## src/rtl/avr_fetch_unit_pkg.sv

```systemverilog
// Shared types and constants for the AVR instruction fetch stage.
package avr_fetch_unit_pkg;

  // Fetch FSM: BOOT idles one clock after reset, RUN streams, HOLD waits out a decode
  // stall, FLUSH issues the redirect target.
  typedef enum logic [1:0] {
    StBoot  = 2'd0,
    StRun   = 2'd1,
    StHold  = 2'd2,
    StFlush = 2'd3
  } fetch_state_e;

  localparam int unsigned InstrWidth  = 16;
  localparam int unsigned OpcodeWidth = 6;

  // All-zero word decodes as nop.
  localparam logic [InstrWidth-1:0] InstrNop = 16'h0000;

  // Major opcode field consumed by the control decode ROM.
  function automatic logic [OpcodeWidth-1:0] opcode_field(input logic [InstrWidth-1:0] word);
    return word[15:10];
  endfunction

endpackage

```

## src/rtl/avr_fetch_unit_skid_buf.sv

```systemverilog
// One-entry data+valid holding register for the word that lands while decode is stalled.
module avr_fetch_unit_skid_buf #(
  parameter int unsigned Width = 26
) (
  input  logic             clk,
  input  logic             rst_n,
  input  logic             load,
  input  logic             drain,
  input  logic             clear,
  input  logic [Width-1:0] load_data,
  output logic [Width-1:0] data,
  output logic             valid
);

  logic [Width-1:0] data_q;
  logic             valid_q;

  // Clear beats load beats drain; data is only meaningful while valid is set.
  always_ff @(posedge clk or negedge rst_n) begin
    if (!rst_n) begin
      data_q  <= '0;
      valid_q <= 1'b0;
    end else if (clear) begin
      valid_q <= 1'b0;
    end else if (load) begin
      data_q  <= load_data;
      valid_q <= 1'b1;
    end else if (drain) begin
      valid_q <= 1'b0;
    end
  end

  assign data  = data_q;
  assign valid = valid_q;

endmodule

```

## src/rtl/avr_fetch_unit.sv

```systemverilog
// AVR instruction fetch stage: drives program memory, hides its 1-cycle read latency,
// absorbs decode stalls with a 1-entry skid and discards in-flight words on redirect.
module avr_fetch_unit
  import avr_fetch_unit_pkg::*;
#(
  parameter int unsigned          PC_WIDTH     = 10,
  parameter logic [PC_WIDTH-1:0]  RESET_VECTOR = '0
) (
  input  logic                   clk,
  input  logic                   rst_n,
  output logic                   imem_en,
  output logic [PC_WIDTH-1:0]    imem_addr,
  input  logic [InstrWidth-1:0]  imem_data,
  input  logic                   stall,
  input  logic                   redirect,
  input  logic [PC_WIDTH-1:0]    redirect_pc,
  output logic [InstrWidth-1:0]  instr,
  output logic [PC_WIDTH-1:0]    instr_pc,
  output logic                   instr_valid,
  output logic [OpcodeWidth-1:0] opcode
);

  localparam int unsigned SkidWidth = PC_WIDTH + InstrWidth;

  fetch_state_e state_q, state_d;

  logic [PC_WIDTH-1:0]   pc_q, pc_d;
  logic                  pending_q, pending_d;
  logic [PC_WIDTH-1:0]   pend_pc_q, pend_pc_d;     // address of the word now on imem_data
  logic [InstrWidth-1:0] instr_q, instr_d;
  logic [PC_WIDTH-1:0]   instr_pc_q, instr_pc_d;
  logic                  instr_valid_q, instr_valid_d;

  logic                  issue;
  logic                  skid_load, skid_drain, skid_clear;
  logic                  skid_valid;
  logic [SkidWidth-1:0]  skid_data;

  // Skid keeps the word together with its address so instr_pc stays truthful.
  avr_fetch_unit_skid_buf #(
    .Width(SkidWidth)
  ) u_skid (
    .clk      (clk),
    .rst_n    (rst_n),
    .load     (skid_load),
    .drain    (skid_drain),
    .clear    (skid_clear),
    .load_data({pend_pc_q, imem_data}),
    .data     (skid_data),
    .valid    (skid_valid)
  );

  // Next-state, issue and output-register logic; redirect overrides everything else.
  always_comb begin
    state_d       = state_q;
    pc_d          = pc_q;
    pending_d     = 1'b0;
    pend_pc_d     = pend_pc_q;
    instr_d       = instr_q;
    instr_pc_d    = instr_pc_q;
    instr_valid_d = instr_valid_q;
    issue         = 1'b0;
    skid_load     = 1'b0;
    skid_drain    = 1'b0;
    skid_clear    = 1'b0;

    if (redirect) begin
      state_d       = StFlush;
      pc_d          = redirect_pc;
      skid_clear    = 1'b1;
      instr_valid_d = 1'b0;
    end else begin
      unique case (state_q)
        StBoot: state_d = StRun;
        StRun: begin
          if (stall) begin
            // Nothing new is issued, so the only word that can still land is this one.
            state_d   = StHold;
            skid_load = pending_q;
          end else begin
            issue = 1'b1;
            if (pending_q) begin
              instr_d       = imem_data;
              instr_pc_d    = pend_pc_q;
              instr_valid_d = 1'b1;
            end else begin
              instr_valid_d = 1'b0;
            end
          end
        end
        StHold: begin
          if (!stall) begin
            state_d    = StRun;
            issue      = 1'b1;
            skid_drain = 1'b1;
            if (skid_valid) begin
              instr_d       = skid_data[InstrWidth-1:0];
              instr_pc_d    = skid_data[SkidWidth-1:InstrWidth];
              instr_valid_d = 1'b1;
            end else begin
              instr_valid_d = 1'b0;
            end
          end
        end
        StFlush: begin
          state_d = StRun;
          issue   = 1'b1;
        end
        default: state_d = StBoot;
      endcase
    end

    if (issue) begin
      pc_d      = pc_q + PC_WIDTH'(1);
      pending_d = 1'b1;
      pend_pc_d = pc_q;
    end
  end

  // State and output registers with asynchronous reset.
  always_ff @(posedge clk or negedge rst_n) begin
    if (!rst_n) begin
      state_q       <= StBoot;
      pc_q          <= RESET_VECTOR;
      pending_q     <= 1'b0;
      pend_pc_q     <= '0;
      instr_q       <= InstrNop;
      instr_pc_q    <= '0;
      instr_valid_q <= 1'b0;
    end else begin
      state_q       <= state_d;
      pc_q          <= pc_d;
      pending_q     <= pending_d;
      pend_pc_q     <= pend_pc_d;
      instr_q       <= instr_d;
      instr_pc_q    <= instr_pc_d;
      instr_valid_q <= instr_valid_d;
    end
  end

  assign imem_en     = issue;
  assign imem_addr   = pc_q;
  assign instr       = instr_q;
  assign instr_pc    = instr_pc_q;
  assign instr_valid = instr_valid_q;
  assign opcode      = opcode_field(instr_q);

endmodule
```

## config.mk

```make
export PLATFORM = sky130hd
export DESIGN_NAME = avr_fetch_unit
export DESIGN_NICKNAME = d
export VERILOG_FILES = /design/src/rtl/avr_fetch_unit_pkg.sv /design/src/rtl/avr_fetch_unit_skid_buf.sv /design/src/rtl/avr_fetch_unit.sv
export SDC_FILE = /design/constraint.sdc
export NUM_CORES = 1
export LEC_CHECK = 0
export CAP_MARGIN = 20
export CORE_MARGIN = 2
export CORE_UTILIZATION = 51
export DETAILED_ROUTE_END_ITERATION = 8
export PLACE_DENSITY = 0.79
export RECOVER_POWER = 100
export SYNTH_ARGS = -nofsm -noshare
export SYNTH_HDL_FRONTEND = slang
export SYNTH_HIERARCHICAL = 1
export SYNTH_SLANG_ARGS = --single-unit
```

## constraint.sdc

```tcl
create_clock -name clk -period 2.1 [get_ports clk]
set_input_delay 0.42 -clock clk [delete_from_list [all_inputs] [get_ports clk]]
set_output_delay 0.42 -clock clk [all_outputs]
set_load 0.01 [all_outputs]
```

==> results of run 1 <==
per-stage QoR:
| step | hold slack, ns | total power [mW] | instance area (um^2) | setup TNS (ns) | instances |
|---|---|---|---|---|---|
| finish | 0.2111 | 5.352 | 4732 | 0 | 479 |
| global route | 0.2949 | 5.658 | 4732 | 0 | 479 |
| CTS | 0.04337 | 5.565 | 4792 | 0 | 478 |
| detailed placement | 0.4293 | 4.064 | 4507 | -1.883 | 460 |
| global placement | 0.4204 | 3.983 | 4507 | -0.8240 | 460 |
| floorplan | 0.1244 | 3.186 | 3659 | 0 | 298 |
flip-flops by register name, summed over array words and instances, names as in the netlist:
| signal | count |
|---|---|
| u_skid/valid | 1 |
| imem_addr | 10 |
| pend_pc_q | 10 |
| instr_pc | 10 |
| instr_valid | 1 |
| state_q | 2 |
| u_skid/data | 26 |
| pending_q | 1 |
| instr | 16 |
power groups by stage:
stage / clock, mW / combinational [mW] / sequential, mW
after floorplan: 0 / 0.811 / 2.37
after global placement: 0 / 1.69 / 2.29
after detailed placement: 0 / 1.74 / 2.32
after CTS: 1.51 / 1.77 / 2.29
after global routing: 1.57 / 1.76 / 2.33
final: 1.48 / 1.61 / 2.27
layout make-up:
class,instances,area [um^2],area share (%)
Sequential cell,77,1927,40.72
Multi-Input combinational cell,193,1514,31.99
Timing Repair Buffer,92,883.3,18.67
Clock inverter,7,145.1,3.067
Clock buffer,9,123.9,2.618
Tap cell,96,120.1,2.538
Inverter,5,18.77,0.3966
kinds of logic after synthesis:
family / after synthesis / share of synthesized area, %
adders and majority gates: 6 / 2.052
and+or+nand+nor: 65 / 9.097
DFF: 77 / 52.67
AOI/OAI and AO/OA: 53 / 8.653
muxes: 63 / 20.52
xor gates and xnor gates: 6 / 1.436
buffers and inverters: 28 / 5.574
synthesized netlist by cell type (2+ instances only):
master,n
sky130_fd_sc_hd__mux2_2,16
sky130_fd_sc_hd__nand3_1,4
sky130_fd_sc_hd__and4b_1,2
sky130_fd_sc_hd__nand2b_1,3
sky130_fd_sc_hd__buf_2,5
sky130_fd_sc_hd__a21oi_1,28
sky130_fd_sc_hd__buf_12,2
sky130_fd_sc_hd__mux2_4,20
sky130_fd_sc_hd__nor2b_1,4
sky130_fd_sc_hd__o211ai_1,3
sky130_fd_sc_hd__buf_4,6
sky130_fd_sc_hd__xor2_1,6
sky130_fd_sc_hd__mux2i_1,27
sky130_fd_sc_hd__ha_1,6
sky130_fd_sc_hd__nor2_1,29
sky130_fd_sc_hd__nand2_1,11
sky130_fd_sc_hd__buf_6,5
sky130_fd_sc_hd__clkbuf_1,4
sky130_fd_sc_hd__or4_1,2
sky130_fd_sc_hd__o21ai_0,13
sky130_fd_sc_hd__inv_1,5
sky130_fd_sc_hd__o2111ai_1,2
sky130_fd_sc_hd__dfrtp_1,77
sky130_fd_sc_hd__or3_1,2
sky130_fd_sc_hd__nand4_1,2
layer usage:
layer  share of wire, %  up-vias  wire length [um]
met5                  0        -                 0
met2                 46       76              3354
met1                 47     1208              3493
met3                5.3       12               389
li1                   -     1208                 -
met4                1.6        0               121
timing repair:
action                                  in CTS  in global routing
endpoints found under the setup margin       1                  1
resized for setup                            6                  0
gates cloned                                 0                  0
setup buffers                                2                  1
pin swaps                                    2                  2
hold endpoints to repair                     0                  0
critical path, delay by kind of cell (launching register included):
kind,cells,cell delay (ns)
buffers and inverters,2,0.20
AND/OR/NAND/NOR,2,0.23
adder cells (fa/ha/maj),1,0.31
AO/OA/AOI/OAI,1,0.16
flip-flops,1,0.35
final timing paths:
kind | from | slack (ns) | endpoint
hold reg to reg | u_skid/data[7]$_DFFE_PN0P_ | 0.49 | u_skid/data[7]$_DFFE_PN0P_
setup reg to reg | state_q[0]$_DFFE_PN0P_ | 0.1 | imem_addr[9]$_DFFE_PN0P_
setup / recovery | state_q[0]$_DFFE_PN0P_ | 0.1 | imem_en
max in group asynchronous | rst_n | 0.45 | imem_addr[4]$_DFFE_PN0P_
hold / removal | rst_n | 0.21 | instr[5]$_DFFE_PN0P_
min in group clk | u_skid/data[7]$_DFFE_PN0P_ | 0.49 | u_skid/data[7]$_DFFE_PN0P_
placed cells by master, fill, tap and decap left out, types with 3 or more instances in the layout:
master / Yosys / final
sky130_fd_sc_hd__nor2b_1: 4 / 4
sky130_fd_sc_hd__mux2i_1: 27 / 27
sky130_fd_sc_hd__buf_4: 6 / 11
sky130_fd_sc_hd__mux2_2: 16 / 16
sky130_fd_sc_hd__a21oi_1: 28 / 28
sky130_fd_sc_hd__xor2_1: 6 / 6
sky130_fd_sc_hd__mux2_1: 0 / 4
sky130_fd_sc_hd__clkbuf_8: 0 / 9
sky130_fd_sc_hd__dlygate4sd3_1: 0 / 43
sky130_fd_sc_hd__inv_1: 5 / 5
sky130_fd_sc_hd__clkdlybuf4s50_1: 0 / 28
sky130_fd_sc_hd__nand3_1: 4 / 4
sky130_fd_sc_hd__dfrtp_1: 77 / 77
sky130_fd_sc_hd__o211ai_1: 3 / 3
sky130_fd_sc_hd__bufinv_16: 0 / 4
sky130_fd_sc_hd__clkbuf_2: 0 / 3
sky130_fd_sc_hd__o21ai_0: 13 / 13
sky130_fd_sc_hd__nand2b_1: 3 / 3
sky130_fd_sc_hd__nand2_1: 11 / 11
sky130_fd_sc_hd__mux2_4: 20 / 16
sky130_fd_sc_hd__ha_1: 6 / 6
sky130_fd_sc_hd__nor2_1: 29 / 28
==> flow_metrics.env, run 1 <==
export IMPL_synth_area_per_cell_um2=12.28
export IMPL_power_report_internal_total_mw=3.809
export IMPL_number_of_optimization_iterations_in_the_first_detailed_route_pass=4
export IMPL_fin_crit_sh_pct=95.38
export IMPL_fin_worst_skew_ns=0.01253
export IMPL_netlist_top_cells_area="sky130_fd_sc_hd__dfrtp_1 (53%), sky130_fd_sc_hd__mux2_4 (8.2%), sky130_fd_sc_hd__mux2i_1 (7.4%), sky130_fd_sc_hd__mux2_2 (4.9%), sky130_fd_sc_hd__a21oi_1 (3.8%)"
export IMPL_cts_tree="yes"
export IMPL_syn_instance_count=298
export IMPL_outcome="complete, no violations"
export IMPL_maximum_achievable_frequency_mhz=499.3
export IMPL_globalRouteMet2Util_pct=31.55
export IMPL_hold_class="in -> async"
export IMPL_grt_antenna_before_repair=0
export IMPL_worst_setup_hold_path_clk_slew_ns=0.09
export IMPL_power_share_clock_pct=27.6
export IMPL_crit_path_max_incr_delay_ns=0.35
export IMPL_port_buffers=73
export IMPL_filler_cell_count_in_the_final_layout=509
export IMPL_detail_route_wirelength_mm=7.358
export IMPL_die_footprint_um2=7867
export IMPL_globalplace_congestion=0.8761
export IMPL_hpwlAfterDp_mm=4.956
export IMPL_io_pins=74
export IMPL_power_switching_mw=1.543
export IMPL_setup_slack_ns=0.09700
export IMPL_p_comb_share_pct=30.0
export IMPL_cts_htree_levels=3
export IMPL_die_w_um=88.70
export IMPL_routed_via_count=2504
export IMPL_detail_route_wl_per_cell_um=15.36
export IMPL_grt_util_all_layers_pct=19.95
export IMPL_finalSetupViolations=0
export IMPL_std_cell_rows=30
export IMPL_startpoint_type="flop"
export IMPL_post_synth_top_area_cell="sky130_fd_sc_hd__dfrtp_1"
export IMPL_net_count_after_synthesis=334
export IMPL_seq_power_share_pct=42.4
export IMPL_critPathRequiredTime_ns=1.68
export IMPL_fin_util_pct=68.89
export IMPL_numClockSinks=77
export IMPL_static_leakage_power_nw=2.001
export IMPL_finalCriticalPeriod_ns=2.003
export IMPL_critical_path_peak_fanout=2
export IMPL_synth_warning_count=6
export IMPL_asyncSetResetFlopFracSynth_pct=100.0
export IMPL_pwr_density_cell_nw_per_um2=1131
export IMPL_max_cap_violations=0
export IMPL_ir_drop_mv=0.3845
export IMPL_root_buffer_cell="sky130_fd_sc_hd__clkbuf_8"
export IMPL_num_nets_final=414
export IMPL_tightest_slew_ns=0.9643
export IMPL_detail_route_drc_violations=0
export IMPL_global_route_usage_met1_pct=27.22
export IMPL_start_util_pct=53.26
export IMPL_grt_first_pass_wirelength_mm=12.02
export IMPL_antennaDiodeCount=0
export IMPL_crit_chain="inv_1 -> ha_1 -> nor2b_2 -> o21ai_2 -> nor2_2 -> buf_2"
export IMPL_worst_setup_path_end_kind="primary output"
export IMPL_arrival_ns=1.58
export IMPL_critical_path_slowest_cell="sky130_fd_sc_hd__dfrtp_1"
export IMPL_vias_per_cell=5.228
export IMPL_clkLatencyLatePin_ns=0.35
export IMPL_cts_hold_buffers_added=0
export IMPL_gr_max_usage_layer="met2"
export IMPL_setup_repair_after_global_routing_missed_its_margin="no"
export IMPL_final_hold_violation_count=0
export IMPL_max_slew_margin_rel_pct=35.71
export IMPL_synthFlopType="sky130_fd_sc_hd__dfrtp_1"
export IMPL_flow_area_growth_from_synthesis_pct=29.34
export IMPL_ant_nets=0
export IMPL_path_class="reg -> out"
export IMPL_clk_path_buf_depth=2
export IMPL_detail_route_iter0_violations=142
export IMPL_ys_ff_latch=77
export IMPL_cts_inserted_buffers=9
export IMPL_core_area_um2=6869
export IMPL_met3_usage_pct=4.478
export IMPL_grt_start_max_net_pins=53
export IMPL_synth_edff_count=0
export IMPL_yosysSeqAreaShare_pct=52.67
export IMPL_post_route_cells_drive_above_1_share_pct=19.32
export IMPL_swShare_pct=28.83
export IMPL_netlist_area_leader_share_pct=52.67
export IMPL_grt_overflow=0
export IMPL_pins_over_their_slew_limit=0
export IMPL_syn_cell_area_um2=3659
export IMPL_yosys_cell_types_count=39
export IMPL_reg2regPathDepth=9
export IMPL_via_count_of_the_first_global_routing_pass=2542
export IMPL_detailedPlace_worstSlack_ns=-0.1320
export IMPL_chipHeight_um=88.70
Note: power is estimated with default switching activity, not from simulation.
==> run 2: changes to the inputs <==
Settings changed: ABC_CLOCK_PERIOD_IN_PS from default to 2100.
==> results of run 2 <==
Final layout, timing and power as in run 1 (identical DEF).
==> run 3: changes to the inputs <==
Settings changed: CTS_BUF_LIST from default to sky130_fd_sc_hd__clkbuf_16.
==> run 3 against run 2 <==
Clock skew down 0.0053 ns. Clock power up 29%. Largest cell class unchanged. Setup slack better by 0.0031 ns. Utilization up 1.6 points.
==> flow_metrics.env, run 3 (synthesized netlist as in run 1, its figures left out) <==
export IMPL_outcome="complete, no violations"
export IMPL_grt_start_max_net_pins=53
export IMPL_finalSetupViolations=0
export IMPL_routed_via_count=2540
export IMPL_largest_reg_flops=26
export IMPL_startpoint_type="flop"
export IMPL_setup_slack_ns=0.1001
export IMPL_p_comb_share_pct=28.0
export IMPL_pwr_density_cell_nw_per_um2=1204
export IMPL_ant_nets=0
export IMPL_start_util_pct=53.26
export IMPL_std_cell_rows=30
export IMPL_filler_cell_count_in_the_final_layout=495
export IMPL_fin_crit_sh_pct=95.23
export IMPL_maximum_achievable_frequency_mhz=500.0
export IMPL_worst_setup_path_end_kind="flop"
export IMPL_arrival_ns=2.21
export IMPL_fin_util_pct=70.53
export IMPL_antennaDiodeCount=0
export IMPL_power_switching_mw=1.640
export IMPL_power_total_mw=5.833
export IMPL_io_pins=74
export IMPL_flow_area_growth_from_synthesis_pct=32.42
export IMPL_grt_first_pass_wirelength_mm=12.86
export IMPL_setup_repair_after_global_routing_missed_its_margin="no"
export IMPL_layout_cells_most_common_list="sky130_fd_sc_hd__dfrtp_1 (77), sky130_fd_sc_hd__dlygate4sd3_1 (43), sky130_fd_sc_hd__nor2_1 (28), sky130_fd_sc_hd__a21oi_1 (28), sky130_fd_sc_hd__clkdlybuf4s50_1 (28)"
export IMPL_hpwlAfterDp_mm=4.956
export IMPL_swShare_pct=28.11
export IMPL_cts_tree="yes"
export IMPL_tns_ns=0
export IMPL_core_area_um2=6869
export IMPL_grt_antenna_before_repair=0
export IMPL_clk_path_buf_depth=2
export IMPL_ir_drop_mv=0.5603
export IMPL_number_of_optimization_iterations_in_the_first_detailed_route_pass=4
export IMPL_die_w_um=88.70
export IMPL_root_buffer_cell="sky130_fd_sc_hd__clkbuf_16"
export IMPL_clkLatencyLatePin_ns=0.33
export IMPL_max_slew_margin_rel_pct=32.86
export IMPL_leading_cell_type_in_the_layout_fill_and_taps_excluded="sky130_fd_sc_hd__dfrtp_1"
export IMPL_worst_setup_hold_path_clk_slew_ns=0.06
export IMPL_cts_htree_levels=3
export IMPL_critical_path_peak_fanout=17
export IMPL_cts_inserted_buffers=9
export IMPL_port_buffers=73
export IMPL_critPathRequiredTime_ns=2.31
export IMPL_detail_route_iter0_violations=96
export IMPL_pins_over_their_slew_limit=0
export IMPL_vias_per_cell=5.325
export IMPL_die_footprint_um2=7867
export IMPL_path_class="reg -> reg"
export IMPL_hold_class="in -> async"
export IMPL_static_leakage_power_nw=2.043
export IMPL_final_hold_violation_count=0
export IMPL_post_route_cells_drive_above_1_share_pct=19.69
export IMPL_fin_worst_skew_ns=0.007268
export IMPL_numClockSinks=77
export IMPL_power_report_internal_total_mw=4.193
export IMPL_detail_route_wl_per_cell_um=16.49
export IMPL_detail_route_drc_violations=0
export IMPL_num_nets_final=412
export IMPL_grt_util_all_layers_pct=21.42
export IMPL_via_count_of_the_first_global_routing_pass=2632
export IMPL_detailedPlace_worstSlack_ns=-0.1320
export IMPL_finalCriticalPeriod_ns=2.000
export IMPL_grt_overflow=0
export IMPL_tightest_slew_ns=1.007
export IMPL_power_share_clock_pct=32.7
export IMPL_globalplace_congestion=0.8761
export IMPL_chipHeight_um=88.70
export IMPL_detail_route_wirelength_mm=7.868
export IMPL_seq_power_share_pct=39.3
export IMPL_max_cap_violations=0
[run 3: cell types whose count changed in the layout (fill, tap and decap cells not counted), sizes merged]
cell    delta
clkbuf     +1
buf        -3
[run 3: metrics by stage]
stage	cell area, um^2	hold slack [ns]	cells
floorplan	3659	0.1244	298
global placement	4507	0.4204	460
detailed placement	4507	0.4293	460
CTS	4891	0.08092	477
global route	4845	0.3510	477
finish	4845	0.2560	477
[run 3: final timing paths]
path                                                  from                          end  slack, ns  cells past startpoint
worst max-delay path                state_q[1]$_DFFE_PN0P_   u_skid/data[4]$_DFFE_PN0P_       0.10                      7
worst min-delay path                                 rst_n         instr[5]$_DFFE_PN0P_       0.26                      1
worst max register to register      state_q[1]$_DFFE_PN0P_   u_skid/data[4]$_DFFE_PN0P_       0.10                      7
worst min register to register  u_skid/data[7]$_DFFE_PN0P_   u_skid/data[7]$_DFFE_PN0P_       0.51                      1
max in group asynchronous                            rst_n  u_skid/data[22]$_DFFE_PN0P_       1.11                      2
min in group clk                u_skid/data[7]$_DFFE_PN0P_   u_skid/data[7]$_DFFE_PN0P_       0.51                      1
[run 3: power by group through the flow]
stage / clock [mW] / sequential (mW) / combinational (mW)
2_1_floorplan: 0 / 2.37 / 0.811
3_3_place_gp: 0 / 2.29 / 1.69
3_5_place_dp: 0 / 2.32 / 1.74
4_1_cts: 1.93 / 2.31 / 1.78
5_1_grt: 2.00 / 2.35 / 1.79
6_report: 1.91 / 2.29 / 1.63
[run 3: cell type report]
type                            count  area [um^2]  area share, %
Tap cell                           96        120.1          2.479
Clock buffer                        9        225.2          4.649
Timing Repair Buffer               90        879.6          18.16
Inverter                            5        18.77         0.3874
Sequential cell                    77         1927          39.77
Clock inverter                      7        145.1          2.996
Multi-Input combinational cell    193         1529          31.56
[run 3: timing repair]
item                                    in CTS  in global routing
cloned                                       0                  0
endpoints found under the setup margin       1                  1
gates resized for setup                      4                  1
buffers inserted                             1                  0
hold buffers                                 0                  0
pin swaps                                    1                  0
[run 3: worst max-delay path, cell delays in order, from the launching register on]
cell and delay (ns):
sky130_fd_sc_hd__dfrtp_1 0.37, sky130_fd_sc_hd__inv_1 0.08, sky130_fd_sc_hd__buf_4 0.12, sky130_fd_sc_hd__ha_1 0.20, sky130_fd_sc_hd__and4b_1 0.22, sky130_fd_sc_hd__nor2b_2 0.25
sky130_fd_sc_hd__buf_6 0.29, sky130_fd_sc_hd__mux2_4 0.33
[run 3: metal layers]
metal,routed length [um],part of all wire [%],global-route usage [%]
met5,0,0,0
met1,3620,46,28.37
met3,374,4.8,3.451
met2,3795,48,36.43
met4,78,0.99,6.198
